<file path="config.mk">
export PLATFORM = sky130hd
export DESIGN_NAME = video_capture
export DESIGN_NICKNAME = d
export VERILOG_FILES = /design/src/rtl/video_pkg.sv /design/src/rtl/video_capture_win.sv /design/src/rtl/video_capture.sv
export SDC_FILE = /design/constraint.sdc
export NUM_CORES = 1
export LEC_CHECK = 0
export CAP_MARGIN = 20
export CORE_UTILIZATION = 45
export DETAILED_ROUTE_END_ITERATION = 16
export HOLD_SLACK_MARGIN = 0.1
export PLACE_DENSITY = 0.71
export SYNTH_ARGS = -nofsm -noshare
export SYNTH_HDL_FRONTEND = slang
export SYNTH_SLANG_ARGS = --single-unit
</file>
<file path="constraint.sdc">
create_clock -name clk -period 4.76 [get_ports clk]
set_input_delay 0.952 -clock clk [delete_from_list [all_inputs] [get_ports clk]]
set_output_delay 0.952 -clock clk [all_outputs]
set_load 0.05 [all_outputs]
</file>
<file path="src/rtl/video_pkg.sv">
// Shared state encoding, error-bit indices and helpers for video_capture.
package video_pkg;

  typedef enum logic [1:0] {
    ST_IDLE     = 2'd0,
    ST_WAIT_SOF = 2'd1,
    ST_ACTIVE   = 2'd2
  } state_t;

  localparam int ERR_EOL_EARLY = 0;
  localparam int ERR_EOL_LATE  = 1;
  localparam int ERR_SOF_MID   = 2;

  localparam int POSW  = 13;
  localparam int ADDRW = 17;

  function automatic logic [POSW-1:0] clamp_pos(input logic [POSW-1:0] v,
                                                input logic [POSW-1:0] lim);
    return (v > lim) ? lim : v;
  endfunction

endpackage

</file>
<file path="src/rtl/video_capture_win.sv">
// Capture-window hit test and row-major write address pointer.
// The origin is latched (clamped) on each start-of-frame beat.
module video_capture_win
  import video_pkg::*;
#(
  parameter int SCRW = 1920,
  parameter int SCRH = 1080,
  parameter int IMGW = 320,
  parameter int IMGH = 240
) (
  input  logic             clk,
  input  logic             rst,
  input  logic             i_sof,
  input  logic             i_pix,
  input  logic [POSW-1:0]  i_x,
  input  logic [POSW-1:0]  i_y,
  input  logic [POSW-1:0]  i_winx,
  input  logic [POSW-1:0]  i_winy,
  output logic             o_hit,
  output logic [ADDRW-1:0] o_addr
);

  localparam logic [POSW-1:0] WX_MAX = POSW'(SCRW - IMGW);
  localparam logic [POSW-1:0] WY_MAX = POSW'(SCRH - IMGH);

  logic [POSW-1:0]  r_wx;
  logic [POSW-1:0]  r_wy;
  logic [ADDRW-1:0] r_ptr;

  logic [POSW-1:0]  w_wx;
  logic [POSW-1:0]  w_wy;
  logic [POSW:0]    w_xend;
  logic [POSW:0]    w_yend;
  logic             w_in;
  logic [ADDRW-1:0] w_addr;

  // The SOF beat is itself pixel (0,0), so it must see the freshly clamped origin.
  always_comb begin
    w_wx   = i_sof ? clamp_pos(i_winx, WX_MAX) : r_wx;
    w_wy   = i_sof ? clamp_pos(i_winy, WY_MAX) : r_wy;
    w_xend = {1'b0, w_wx} + (POSW+1)'(IMGW);
    w_yend = {1'b0, w_wy} + (POSW+1)'(IMGH);
    w_in   = (i_x >= w_wx) && ({1'b0, i_x} < w_xend) &&
             (i_y >= w_wy) && ({1'b0, i_y} < w_yend);
    w_addr = i_sof ? {ADDRW{1'b0}} : r_ptr;
  end

  always_ff @(posedge clk or posedge rst) begin
    if (rst) begin
      r_wx  <= {POSW{1'b0}};
      r_wy  <= {POSW{1'b0}};
      r_ptr <= {ADDRW{1'b0}};
    end else begin
      if (i_sof) begin
        r_wx <= w_wx;
        r_wy <= w_wy;
      end else begin
        r_wx <= r_wx;
        r_wy <= r_wy;
      end
      if (i_pix && w_in) begin
        r_ptr <= w_addr + ADDRW'(1);
      end else if (i_sof) begin
        r_ptr <= {ADDRW{1'b0}};
      end else begin
        r_ptr <= r_ptr;
      end
    end
  end

  assign o_hit  = i_pix && w_in;
  assign o_addr = w_addr;

endmodule

</file>
<file path="src/rtl/video_capture.sv">
// AXI-stream video frame capture into a BRAM window buffer.
// Define VIDEO_CAPTURE_CHECK_EN to build the sticky line/frame error detection.
module video_capture
  import video_pkg::*;
#(
  parameter int DATAW = 24,
  parameter int SCRW  = 1920,
  parameter int SCRH  = 1080,
  parameter int IMGW  = 320,
  parameter int IMGH  = 240
) (
  input  logic             clk,
  input  logic             rst,
  input  logic             en,
  input  logic             clr_err,
  input  logic [12:0]      winx,
  input  logic [12:0]      winy,
  input  logic [DATAW-1:0] s_axis_tdata,
  input  logic             s_axis_tvalid,
  input  logic             s_axis_tuser,
  input  logic             s_axis_tlast,
  output logic             s_axis_tready,
  output logic             bram_we_o,
  output logic [16:0]      bram_addr_o,
  output logic [DATAW-1:0] bram_data_o,
  output logic             frame_done_o,
  output logic [15:0]      frame_cnt_o,
  output logic             busy_o,
  output logic [2:0]       err_o
);

  localparam logic [POSW-1:0] X_LAST = POSW'(SCRW - 1);
  localparam logic [POSW-1:0] Y_LAST = POSW'(SCRH - 1);

  state_t           r_state;
  state_t           w_next;
  logic             w_tready;
  logic             w_busy;

  logic [POSW-1:0]  r_x;
  logic [POSW-1:0]  r_y;
  logic             r_we;
  logic [ADDRW-1:0] r_addr;
  logic [DATAW-1:0] r_data;
  logic             r_done;
  logic [15:0]      r_cnt;
  logic [2:0]       r_err;

  logic             w_accept;
  logic             w_sof;
  logic             w_pix;
  logic [POSW-1:0]  w_px;
  logic [POSW-1:0]  w_py;
  logic             w_last_col;
  logic             w_eol;
  logic             w_frame_end;
  logic [2:0]       w_err_set;
  logic             w_hit;
  logic [ADDRW-1:0] w_addr;

  // Beat classification and current pixel position (SOF beats are pixel 0,0).
  always_comb begin
    w_accept    = s_axis_tvalid && w_tready;
    w_sof       = w_accept && s_axis_tuser &&
                  ((r_state == ST_ACTIVE) || ((r_state == ST_WAIT_SOF) && en));
    w_pix       = w_sof || (w_accept && (r_state == ST_ACTIVE));
    w_px        = w_sof ? {POSW{1'b0}} : r_x;
    w_py        = w_sof ? {POSW{1'b0}} : r_y;
    w_last_col  = (w_px == X_LAST);
    w_eol       = s_axis_tlast || w_last_col;
    w_frame_end = w_pix && w_eol && (w_py == Y_LAST);
  end

  // Error events; without checking the sticky bits never set.
  always_comb begin
    w_err_set = 3'b000;
`ifdef VIDEO_CAPTURE_CHECK_EN
    w_err_set[ERR_EOL_EARLY] = w_pix && s_axis_tlast && !w_last_col;
    w_err_set[ERR_EOL_LATE]  = w_pix && w_last_col && !s_axis_tlast;
    w_err_set[ERR_SOF_MID]   = w_sof && (r_state == ST_ACTIVE);
`else
    w_err_set = 3'b000;
`endif
  end

  // State register.
  always_ff @(posedge clk or posedge rst) begin
    if (rst) begin
      r_state <= ST_IDLE;
    end else begin
      r_state <= w_next;
    end
  end

  // Next-state logic; disabling mid-frame waits for the frame to end.
  always_comb begin
    w_next = r_state;
    case (r_state)
      ST_IDLE: begin
        if (en) w_next = ST_WAIT_SOF;
        else    w_next = ST_IDLE;
      end
      ST_WAIT_SOF: begin
        if (!en)             w_next = ST_IDLE;
        else if (w_frame_end) w_next = ST_WAIT_SOF;
        else if (w_sof)       w_next = ST_ACTIVE;
        else                  w_next = ST_WAIT_SOF;
      end
      ST_ACTIVE: begin
        if (w_frame_end) w_next = en ? ST_WAIT_SOF : ST_IDLE;
        else             w_next = ST_ACTIVE;
      end
      default: w_next = ST_IDLE;
    endcase
  end

  // State-decoded outputs.
  always_comb begin
    w_tready = 1'b0;
    w_busy   = 1'b0;
    case (r_state)
      ST_IDLE:     begin w_tready = 1'b0; w_busy = 1'b0; end
      ST_WAIT_SOF: begin w_tready = 1'b1; w_busy = 1'b0; end
      ST_ACTIVE:   begin w_tready = 1'b1; w_busy = 1'b1; end
      default:     begin w_tready = 1'b0; w_busy = 1'b0; end
    endcase
  end

  video_capture_win #(
    .SCRW (SCRW),
    .SCRH (SCRH),
    .IMGW (IMGW),
    .IMGH (IMGH)
  ) u_win (
    .clk    (clk),
    .rst    (rst),
    .i_sof  (w_sof),
    .i_pix  (w_pix),
    .i_x    (w_px),
    .i_y    (w_py),
    .i_winx (winx),
    .i_winy (winy),
    .o_hit  (w_hit),
    .o_addr (w_addr)
  );

  // Position tracking, registered BRAM write, frame counter and sticky errors.
  always_ff @(posedge clk or posedge rst) begin
    if (rst) begin
      r_x    <= {POSW{1'b0}};
      r_y    <= {POSW{1'b0}};
      r_we   <= 1'b0;
      r_addr <= {ADDRW{1'b0}};
      r_data <= {DATAW{1'b0}};
      r_done <= 1'b0;
      r_cnt  <= 16'd0;
      r_err  <= 3'b000;
    end else begin
      if (w_pix && w_eol) begin
        r_x <= {POSW{1'b0}};
        r_y <= (w_py == Y_LAST) ? {POSW{1'b0}} : w_py + POSW'(1);
      end else if (w_pix) begin
        r_x <= w_px + POSW'(1);
        r_y <= w_py;
      end else begin
        r_x <= r_x;
        r_y <= r_y;
      end
      r_we <= w_hit;
      if (w_hit) begin
        r_addr <= w_addr;
        r_data <= s_axis_tdata;
      end else begin
        r_addr <= r_addr;
        r_data <= r_data;
      end
      r_done <= w_frame_end;
      if (w_frame_end) r_cnt <= r_cnt + 16'd1;
      else             r_cnt <= r_cnt;
      r_err <= (clr_err ? 3'b000 : r_err) | w_err_set;
    end
  end

  assign s_axis_tready = w_tready;
  assign busy_o        = w_busy;
  assign bram_we_o     = r_we;
  assign bram_addr_o   = r_addr;
  assign bram_data_o   = r_data;
  assign frame_done_o  = r_done;
  assign frame_cnt_o   = r_cnt;
  assign err_o         = r_err;

endmodule

</file>
==> reports/qor.yml <==
status:
  status: "finished, violations left"
  violations: "setup timing"
worst_setup_path:
  r2r_end: "u_win.r_ptr[2]$_DFF_PP0_"
  endpoint_kind: "flop"
  critPathLaunchType: "primary input"
  worstPathMaxFanout: 5
  worst-setup-path-type: "in2reg"
  critical_path_buf_inv_count: 7
  cp_slowest_cell: "or4_4"
  cpMostUsedCell: "buf_6"
  rrSetupSlack_ns: -0.06
  crit_family: "simple AND/OR/NAND/NOR gates"
  cp_data_required_time_ns: 5.11
  cp_cell_sequence: "buf_6, or4_4, o31a_1, o311a_1, or4_4, o22a_1, ha_4, nor2_4, nor4b_2, xnor2_1, ha_2, or4_4, o311ai_4, buf_6, o2111ai_4, buf_6, buf_6, buf_8, buf_4, buf_6, nor3_4, xnor2_2"
  r2r_cells: 24
  slowest_delay_ns: 0.54
  timing.rr.start: "r_state[1]$_DFF_PP0_"
  cp.arrival_ns: 5.62
timing:
  totalNegativeSetupSlack_ns: -23.83
  fin_ws_ns: -0.507
  slew_violations: 0
  rsz0062_at_grt: "true"
  hold_viol_final: 0
  post-route-period-util_pct: 111
  setup_viol: 58
  worst_slew_pin_slew_ns: 0.827
  period_minus_slack_ns: 5.27
  skew_ns: 0.0150
  slew_headroom_pct: 44.9
  fmax_mhz: 190
route:
  wl_per_cell_um: 18.4
  drt-total-wl_um: 22500
  ant_nets: 0
  drtPass1Iterations: 5
  avgViaCountPerCell: 5.59
  vias: 6852
  drt_iter0_drc: 449
  drc: 0
synthesis:
  synth.distinct_cells: 65
  synthFlopType: "dfrtp_1"
  syn_inst: 762
  ys_ff_latch: 130
  syn_avg_cell_area_sq_um: 9.86
  seq_area_frac_synth_pct: 43.3
  async_flop_share_pct: 100
  yosys_warnings: 0
  netlist_area_sq_um: 7510
  synth_edf_count: 0
clock_network:
  h-tree-depth: 4
  cts_root_buf: "clkbuf_16"
  clock_latency_ns: 0.42
  cts_buffers: 17
  clk_pin_slew_ns: 0.07
  cts.sinks: 130
  cts_hold_buf: 0
  cts_tree: "yes"
  cts_buffer_depth: 2
die:
  die_width_um: 131
  boundaryPins: 121
  start_util_pct: 46.6
  coreArea_sq_um: 16100
  num_rows: 46
  dieArea_sq_um: 17200
  die_h_um: 131
placement:
  dp_hpwl_um: 13700
  finalWeightedCongestion: 0.874
  io_buffers: 116
  pre_cts_ws_ns: -1.26
  numPlacedInstances: 1169
final_layout:
  final_cells: 1225
  layout_commonest_cell: "dfrtp_1"
  drive_gt1_share_pct: 25.4
  area_growth_pct: 45.6
  most-common-layout-cells: "130 x dfrtp_1, 112 x clkdlybuf4s50_1, 108 x buf_4"
  diodes: 0
  nNetsFinal: 1104
  nFillCells: 1208
global_route:
  grt_pass1_wl_um: 34800
  grt_antenna_before_repair: 0
  grt_util_all_layers_pct: 25.3
  grt_max_degree: 93
  overflow: 0
  grt_pass1_vias: 6940
min_path:
  min_from: "frame_cnt_o[15]$_DFFE_PP0P_"
  holdPathStages: 1
  hp-class: "reg2reg"
  hold_path_end: "frame_cnt_o[15]$_DFFE_PP0P_"
pwr:
  fin_total_pwr_mw: 4.07
  p_leak_nw: 5.10
  pwr_density_cell_nw_per_um2: 373
  vdd_ir_drop_max_v: 0.000345
flow_run:
  cap_violations: 0
Yosys cell counts (all sizes together) (20+ instances only):
library cell | n | area share [%]
nand2 | 80 | 4.0
nor2 | 34 | 1.7
ha | 51 | 8.5
mux2 | 35 | 5.2
a21oi | 27 | 1.8
nand4 | 20 | 1.7
inv | 46 | 2.3
o21ai | 40 | 2.7
xnor2 | 28 | 3.3
and2 | 25 | 2.1
dfrtp | 130 | 43
nand3 | 28 | 1.9
flip-flops by register name (all words and copies together), names as in the netlist, 13 cells and up:
register / count
u_win.r_wy: 13
u_win.r_wx: 13
r_x: 13
bram_data_o: 24
bram_addr_o: 17
r_y: 13
frame_cnt_o: 16
u_win.r_ptr: 17
per-layer routing:
metal | vias to the layer above | global-route usage, % | share of wire (%)
li1 | 3214 | - | -
met1 | 3382 | 30.3 | 41
met2 | 217 | 44.7 | 52
met3 | 39 | 5.67 | 4.9
met4 | 0 | 7.84 | 1.9
met5 | - | 0 | 0
power by group:
group,internal (mW),switching (mW),leakage (nW),total (mW)
Clock,0.681,0.560,0.269,1.24
Sequential,1.24,0.0988,1.75,1.34
Combinational,0.662,0.831,3.08,1.49
Total,2.58,1.49,5.10,4.07
timing repair:
item / 4_1_cts / 5_1_grt
gates cloned: 3 / 1
endpoints found under the setup margin: 59 / 59
pin swaps: 41 / 19
buffers inserted: 18 / 4
gates resized for setup: 101 / 25
cell type report:
cell class	instances	area (sq um)	share of cell area (%)
Inverter	46	178	1.62
Clock inverter	15	123	1.12
Timing Repair Buffer	244	2250	20.6
Multi-Input combinational cell	557	4440	40.6
Clock buffer	17	425	3.89
Tap cell	216	270	2.47
Sequential cell	130	3250	29.7
worst reg2reg max path: stages (launching register included):
cell,delay [ns]
dfrtp_1,0.39
inv_1,0.07
ha_1,0.31
and3_1,0.20
nand2b_2,0.16
buf_4,0.18
nor4_2,0.37
a22o_1,0.22
inv_1,0.06
ha_1,0.21
or3b_2,0.23
nand3_1,0.12
xnor2_1,0.14
ha_1,0.18
nor4_1,0.25
o221ai_1,0.19
o221ai_2,0.23
o2111ai_4,0.18
buf_6,0.18
buf_6,0.13
buf_8,0.12
buf_4,0.14
buf_6,0.14
nor3_4,0.21
xnor2_2,0.13
stage by stage:
| stage | hold WS, ns | util [%] | cell area, sq um |
|---|---|---|---|
| floorplan | 0.423 | - | 7590 |
| global route | 0.503 | 67.9 | 10900 |
| global placement | 0.436 | 60.0 | 9670 |
| CTS | 0.478 | 66.8 | 10800 |
| detailed placement | 0.442 | 60.0 | 9670 |
| finish | 0.473 | 67.9 | 10900 |
cell families (layout without fill, tap and decap cells):
group | count (synthesis) | after routing | share of synthesized area (%)
compound gates | 144 | 144 | 13.1
mux | 50 | 50 | 7.25
flops | 130 | 130 | 43.3
buf+inv | 77 | 322 | 4.26
simple gates | 273 | 273 | 19.4
other cells | 1 | 3 | 0.0499
xor+xnor | 36 | 36 | 4.20
fa+ha+maj | 51 | 51 | 8.50
worst max-delay path by stage:
stage            start                    endpoint  slack [ns]  cells past startpoint
6_report       winx[3]    u_win.r_ptr[2]$_DFF_PP0_       -0.51                     22
3_5_place_dp   winx[0]  bram_data_o[5]$_DFFE_PP0P_       -1.26                     19
5_1_grt        winx[3]    u_win.r_ptr[6]$_DFF_PP0_       -0.62                     23
4_1_cts        winx[3]    u_win.r_ptr[6]$_DFF_PP0_       -0.59                     20
2_1_floorplan  winx[0]  bram_data_o[0]$_DFFE_PP0P_       -0.46                     17
3_3_place_gp   winx[0]  bram_data_o[8]$_DFFE_PP0P_       -1.20                     19
(Power assumes the default switching activity.)
